$ cat src/rtl/regfile_bank.sv
// ============================================================================
// Module   : regfile_bank
// Brief    : Multi-port register bank with dual write ports, optional
//            write-to-read bypass, pending-write scoreboard and clear engine.
// Revision : 1.0 - initial release
// ============================================================================
`default_nettype none

module regfile_bank #(
    parameter int XLEN     = 32,
    parameter int NREG     = 32,
    parameter int AW       = $clog2(NREG),
    parameter int NRD      = 2,
    parameter int ZERO_REG = 1,
    parameter int BYPASS   = 1
) (
    input  logic                clk,
    input  logic                reset,
    output logic                ready,
    input  logic                we0,
    input  logic [AW-1:0]       wa0,
    input  logic [XLEN-1:0]     wd0,
    input  logic                we1,
    input  logic [AW-1:0]       wa1,
    input  logic [XLEN-1:0]     wd1,
    input  logic [NRD*AW-1:0]   ra,
    output logic [NRD*XLEN-1:0] rd,
    output logic [NRD-1:0]      rd_pending,
    input  logic                sb_set,
    input  logic [AW-1:0]       sb_addr
);

    localparam logic [AW-1:0] LAST_IDX = AW'(NREG - 1);
    localparam bit            HAS_ZERO = (ZERO_REG != 0);
    localparam bit            HAS_BYP  = (BYPASS != 0);

    typedef enum logic [0:0] {
        ST_CLEAR = 1'b0,
        ST_RUN   = 1'b1
    } state_t;

    state_t          r_state;
    state_t          w_state_nxt;
    logic [AW-1:0]   r_clr_idx;
    logic [AW-1:0]   w_clr_idx_nxt;
    logic [XLEN-1:0] r_mem [NREG];
    logic [NREG-1:0] r_pending;
    logic [NREG-1:0] w_pending_nxt;

    logic w_run;
    logic w_we0;
    logic w_we1;
    logic w_sb_set;

    assign w_run    = (r_state == ST_RUN);
    assign w_we0    = w_run && we0 && !(HAS_ZERO && (wa0 == '0));
    assign w_we1    = w_run && we1 && !(HAS_ZERO && (wa1 == '0));
    assign w_sb_set = w_run && sb_set && !(HAS_ZERO && (sb_addr == '0));
    assign ready    = w_run;

    // ------------------------------------------------------------------
    // Control state machine: CLEAR walks every entry once, then RUN.
    // ------------------------------------------------------------------
    always_ff @(posedge clk or posedge reset) begin
        if (reset) begin
            r_state   <= ST_CLEAR;
            r_clr_idx <= '0;
        end else begin
            r_state   <= w_state_nxt;
            r_clr_idx <= w_clr_idx_nxt;
        end
    end

    always_comb begin
        w_state_nxt   = r_state;
        w_clr_idx_nxt = r_clr_idx;
        case (r_state)
            ST_CLEAR: begin
                w_clr_idx_nxt = r_clr_idx + 1'b1;
                if (r_clr_idx == LAST_IDX) begin
                    w_state_nxt = ST_RUN;
                end
            end
            ST_RUN: begin
                w_clr_idx_nxt = '0;
            end
            default: begin
                w_state_nxt   = ST_CLEAR;
                w_clr_idx_nxt = '0;
            end
        endcase
    end

    // ------------------------------------------------------------------
    // Storage array: no reset so it maps onto RAM; port 1 is written last
    // so it wins an address collision.
    // ------------------------------------------------------------------
    always_ff @(posedge clk) begin
        if (!reset) begin
            if (r_state == ST_CLEAR) begin
                r_mem[r_clr_idx] <= '0;
            end else begin
                if (w_we0) begin
                    r_mem[wa0] <= wd0;
                end
                if (w_we1) begin
                    r_mem[wa1] <= wd1;
                end
            end
        end
    end

    // ------------------------------------------------------------------
    // Scoreboard: writes retire a producer, sb_set applied last so a new
    // producer issued in the same cycle keeps the bit set.
    // ------------------------------------------------------------------
    always_comb begin
        w_pending_nxt = r_pending;
        if (w_we0) begin
            w_pending_nxt[wa0] = 1'b0;
        end
        if (w_we1) begin
            w_pending_nxt[wa1] = 1'b0;
        end
        if (w_sb_set) begin
            w_pending_nxt[sb_addr] = 1'b1;
        end
    end

    always_ff @(posedge clk or posedge reset) begin
        if (reset) begin
            r_pending <= '0;
        end else begin
            r_pending <= w_pending_nxt;
        end
    end

    // ------------------------------------------------------------------
    // Read ports
    // ------------------------------------------------------------------
    for (genvar i = 0; i < NRD; i++) begin : g_rd
        logic [AW-1:0]   w_ra;
        logic            w_zero;
        logic            w_hit0;
        logic            w_hit1;
        logic [XLEN-1:0] w_data;

        assign w_ra   = ra[i*AW +: AW];
        assign w_zero = HAS_ZERO && (w_ra == '0);
        assign w_hit0 = HAS_BYP && w_we0 && (wa0 == w_ra);
        assign w_hit1 = HAS_BYP && w_we1 && (wa1 == w_ra);

        // Zero register outranks forwarding; port 1 outranks port 0.
        always_comb begin
            w_data = '0;
            if (w_run && !w_zero) begin
                if (w_hit1) begin
                    w_data = wd1;
                end else if (w_hit0) begin
                    w_data = wd0;
                end else begin
                    w_data = r_mem[w_ra];
                end
            end
        end

        assign rd[i*XLEN +: XLEN] = w_data;
        assign rd_pending[i]      = w_run && r_pending[w_ra] && !w_hit0 && !w_hit1;
    end

endmodule

`default_nettype wire

$ cat config.mk
export PLATFORM = sky130hd
export DESIGN_NAME = regfile_bank
export DESIGN_NICKNAME = d
export VERILOG_FILES = /design/src/rtl/regfile_bank.sv
export SDC_FILE = /design/constraint.sdc
export NUM_CORES = 2
export LEC_CHECK = 0
export ABC_AREA = 0
export BUFFER_PORTS_ARGS = -buffer_cell sky130_fd_sc_hd__buf_2
export CORE_MARGIN = 3
export CORE_UTILIZATION = 50
export DETAILED_ROUTE_END_ITERATION = 8
export MAX_ROUTING_LAYER = met4
export PLACE_DENSITY = 0.69
export SLEW_MARGIN = 10
export SYNTH_ARGS = -nofsm -noshare
export SYNTH_HDL_FRONTEND = slang
export SYNTH_SLANG_ARGS = --single-unit
$ cat constraint.sdc
create_clock -name clk -period 3.48 [get_ports clk]
set_clock_uncertainty 0.1 [all_clocks]
set_input_delay 0.522 -clock clk [delete_from_list [all_inputs] [get_ports clk]]
set_output_delay 0.522 -clock clk [all_outputs]
set_load 0.02 [all_outputs]
After elaboration in Yosys (flattened, before gate mapping)
Memory sizes are Yosys's and may differ from the RTL's.
Cells that the tools add are included.
{"block": "op_classes", "n_addsub": 1, "order_cmp": 8, "n_eq_ne": 5, "mux": 36, "bitwise": 6, "n_reduce_logical": 36}
{"op": "$mux 32", "n": 10}
{"op": "$and 32x32->32", "n": 2}
{"op": "$not 32->32", "n": 2}
{"op": "$or 32x32->32", "n": 1}
{"op": "$reduce_or 32->1", "n": 1}
{"op": "$lt 5x6->1 const B", "n": 5}
{"op": "$logic_not 5->1", "n": 5}
{"op": "$logic_and 1x1->1", "n": 21}
{"op": "$eq 5x5->1", "n": 4}
{"op": "$mux 1", "n": 19}
{"op": "$demux 1 s5", "n": 3}
{"op": "$ge 5x1->1 const B", "n": 3}
{"op": "$bmux 1 s5", "n": 2}
{"op": "$pmux 5 s2", "n": 1}
{"op": "$logic_not 1->1", "n": 9}
{"op": "$add 5x1->5 const B", "n": 1}
{"op": "$eq 5x5->1 const B", "n": 1}
{"op": "$mux 5", "n": 1}
{"op": "$not 1->1", "n": 1}
{"block": "word_totals", "regBits": 38, "ramBits": 1024, "output_inout_bits": 67, "word_cells": 96, "mem_count": 1}
{"memory": "r_mem", "depth": 32, "width": 32, "rd": 2, "rd_ports_with_merged_regs": 0, "wr": 2, "line": "46", "rtl": "logic [XLEN-1:0] r_mem [NREG];"}

Depth between registers and ports, before layout
{"block": "logic_depth", "ltp_word": 11, "depth_mapped": 11}

Worst setup path after synthesis
Ideal clock, no wire load.
{"block": "synth_timing", "kind": "input-to-reg", "start": "input reset", "end": "memory r_mem[12][0] (enable)", "t_arrival_ps": 4582, "path_slack_ps": -1635, "cell_stages": 5, "n_path_buf": 2, "cell_sequence": "clkbuf_1 clkinv_1 clkbuf_1 o21ai_0 o22ai_1"}
{"item": "from (decl)", "line": "18", "rtl": "input logic reset,"}
{"item": "to (decl)", "line": "46"}

Worst setup path in the final report
{"block": "layout_timing", "start": "input ra[6]", "end": "output rd[63]"}
{"block": "layout_via", "elab_chain_len": 5}
{"item": "from (decl)", "line": "26", "rtl": "input logic [NRD*AW-1:0] ra,"}
{"item": "branches (longest 4 deep; another with $mem_v2 32x32)"}
{"item": "$mux 32 *", "line": "156", "rtl": "if (w_run && !w_zero) begin"}
{"item": "to (decl)", "line": "27", "rtl": "output logic [NRD*XLEN-1:0] rd,"}
Every way passes the cells marked *.

==> summary.md <==
| Metric | Value |
|---|---|
| Avg Vias per Cell | around 7 |
| Power Dens Cells | ~400 nW/µm² |
| Final setup fails | 0 |
| Slew headroom | 0.229 |
| RSZ-0062 raised after global routing | yes |
| Sequential share of power | 0.480 |
| GP Congestion | about 0.95 |
| Reg-to-reg slack, setup | 0.25 ns |
| Vias | slightly above 50000 |
| Die Area | around 130000 µm² |
| Nets@finish | between 5000 and 6000 |
| Yosys Warn Count | 0 |
| Design area | 71400 µm² |
| Synth area leaders | edfxtp_1, mux4_2, o21ai_0 |
| Final cell count without fillers | about 7400 |
| Final-report hold violation count | 0 |
| Drt drc | 0 |
| Seq cells post-synth | 1062 |
| Hpwl dp | between 100000 and 150000 µm |
| Switching power | 7.52 mW |
| Int Pwr | between 20 and 25 mW |
| Dpl cells | 7224 |
| Min-delay worst type | in2reg |
| Tcrit/Tclk final | 0.996 |
| Sequential share of the synthesized area | 0.504 |
| Total GRT Usage | 0.373 |
| Worst-path clk slew | roughly 0.060 ns |
| PortBufs | between 150 and 200 |
| Initial Util | 0.506 |
| Critical-path maximum fanout | 44 |
| Worst Reg2Reg Path Length in Cells | 7 |
| Worst Path Arrival | 2.84 ns |
| Crit-path max cell delay | about 0.44 ns |
| TritonCTS clock tree | built |
| Synth-to-Final Area Change | 13.6% |
| Crit path cell chain | buf_2, nand2b_4, buf_12, o22ai_1, a211oi_1, nor3_2, buf_4, o211ai_1, buf_2 |
| R2r startpoint | ready$_DFF_PP0_ |
| Num Clock Sinks | 1062 |
| Synth Area per Inst | about 11 µm² |
| Routed Antenna Nets | 0 |
| Leakage power figure | 26.2 nW |
| Final WL | around 240000 µm |
| Critical Path End Type | output pin |
| Dpl cell area | ~68000 µm² |
| Most common cell on crit path | buf_2 |
| Worst EP required | between 2 and 3 ns |
| Syn Nets | just under 6000 |
| Fraction of registers with async set/reset | 0.0358 |
| Avg WL per Cell | between 30 and 40 µm |
| Combinational power share | 0.125 |
| Clock latency on the worst-skew pair | slightly above 0.7 ns |
| Final min period | between 3 and 4 ns |
| Die Wd | approximately 360 µm |
| Final-layout fill cell count | 10000 |
| Status | finished clean |
| Initial antenna violation count | 12 |
| Max Slew Vio Count | 0 |
| Peak supply drop | between 0.0003 and 0.0004 V |
| Die Height | 361 µm |
| Crit Path Class | in2out |
| Total CTS buffers | between 100 and 150 |
| First-pass GRT wire length | ~340000 µm |
| Core area | about 120000 µm² |
| Startpoint Class | input pin |
| Largest net degree at the start of global routing | 66 |
| Clock Path Buffers | 3 |
| First drt pass iteration count | 8 |
| EDFF count, synth | 1024 |
| DR iter-0 viols | between 8000 and 9000 |
| Leading area contributor after synthesis | edfxtp_1 |
| MaxCap Viol Count | 0 |
| Vias in the first global route | ~50000 |
| Achievable Freq | 0.288 GHz |
| Sw Ratio | 0.256 |
| Post-synth cell types | 53 |
| Synth top area share | 0.489 |
| # rows | 129 |
| Top_reg_cell synth | edfxtp_1 |
| Clock root buffer | clkbuf_16 |
| Hold_sp | sb_addr[4] |
| Final Util | 0.574 |
| RR Endpoint | r_mem[0][14]$_DFFE_PP_ |
| Worst-margin pin slew | around 1.2 ns |
| Total grt overflow | 0 |
| Share of layout cells above drive strength 1 | 0.276 |
| Gate Count Post-Synth | ~5800 |
| Clock power share | 0.396 |
| Hold Path Depth | 3 |
| Mapped cell area | around 63000 µm² |
| Critical Path Slowest Stage Cell | a211oi_1 |
| Total chip power | slightly below 30 mW |
| IO Pins | 161 |
| Hold Path Sink | r_pending[3]$_DFF_PP0_ |
| H-Tree Depth | 3 |
## stage by stage
stage | hold slack [ns] | setup TNS (ns) | worst slack (ns)
2_1_floorplan | 0.341 | -276.15 | -0.689
3_3_place_gp | 0.306 | 0 | 0.113
3_5_place_dp | 0.314 | 0 | 0.119
4_1_cts | 0.135 | 0 | 0.00947
5_1_grt | 0.167 | -0.304 | -0.0282
6_report | 0.165 | 0 | 0.0132
## area by class of cell
type                            instances  area [µm²]  share of cell area
Antenna cell                            9        22.5            0.000316
Inverter                                9        35.0            0.000491
Clock buffer                          144        2960              0.0415
Clock inverter                         57         462             0.00647
Sequential cell                      1062       31700               0.444
Tap cell                             1637        2050              0.0287
Timing Repair Buffer                  563        5430              0.0761
Multi-Input combinational cell       3963       28700               0.402
## worst max-delay path by stage
stage / startpoint / endpoint / slack [ns]
after floorplan: wa0[1] / r_mem[1][0]$_DFFE_PP_ / -0.69
after global placement: ra[6] / rd[57] / 0.11
after detailed placement: ra[2] / rd[3] / 0.12
after CTS: ready$_DFF_PP0_ / rd[31] / 0.009
after global routing: ready$_DFF_PP0_ / rd[30] / -0.03
final: ra[6] / rd[63] / 0.01
## worst max-delay path, delay by kind of cell
family,cells,cell delay [ns]
simple gates,2,0.40
compound gates,3,0.74
buf+inv,4,1.12
## kinds of logic (layout without fill, tap and decap cells)
logic type	Yosys count	count (layout)	synth area share
AO/OA/AOI/OAI	1575	1575	0.148
XOR/XNOR	22	22	0.00307
adder cells (fa/ha/maj)	2	2	0.000398
buffers and inverters	737	773	0.0496
flip-flops	1062	1062	0.504
multiplexers	797	797	0.192
other	0	9	0
AND/OR/NAND/NOR	1567	1567	0.103
## sequential cells by signal, indices dropped and copies added (netlist names)
signal	cells
r_clr_idx	5
ready	1
r_mem	1024
r_pending	32
## cell usage after synthesis (4+ instances only)
cell,count
nand2_1,1235
edfxtp_1,1024
o21ai_0,1008
clkbuf_1,468
mux2_2,443
mux4_2,280
o22ai_1,219
buf_2,190
nor3_1,132
a22oi_1,126
mux2i_1,73
nand3_1,68
a211oi_1,67
o211ai_2,60
o21ai_1,49
buf_1,46
dfrtp_1,38
and2_1,35
a32o_1,33
nor2_1,28
buf_4,17
nand2b_1,15
xnor2_1,11
xor2_1,11
inv_1,8
buf_6,7
and3b_1,6
nor2b_1,6
nor3b_1,5
a21oi_1,4
and3_1,4
nand4_1,4
nor4_1,4
nor4b_1,4
or3_1,4
## timing repair
action                                  CTS  global route
cloned                                    2             2
gates resized for setup                  25            12
hold endpoints to repair                  6             0
pin swaps                                 1             2
hold buffers                              1             0
buffers inserted                          3             2
endpoints found under the setup margin   65            50
## placed cells by master, fill, tap and decap left out, drive strengths merged, types with 126 or more instances in the layout
master,instances
edfxtp,1024
clkbuf,146
nand2,1236
buf,560
mux4,280
nor3,134
o21ai,1057
a22oi,126
mux2,444
o22ai,219
## power groups by stage
stage               sequential, mW  combinational, mW  clock (mW)
floorplan                     14.4               2.14           0
global placement              14.4               3.45           0
detailed placement            14.4               3.52           0
CTS                           14.1               3.56        11.6
global route                  14.1               3.85        12.1
finish                        14.1               3.67        11.6
## layer usage
layer	track usage	vias up	wire length [µm]
li1	-	21500	-
met1	0.455	25000	81700
met2	0.542	4253	105000
met3	0.101	1104	34500
met4	0.260	0	20700
met5	-	-	0
No activity file was read; power rests on OpenSTA's default activity.
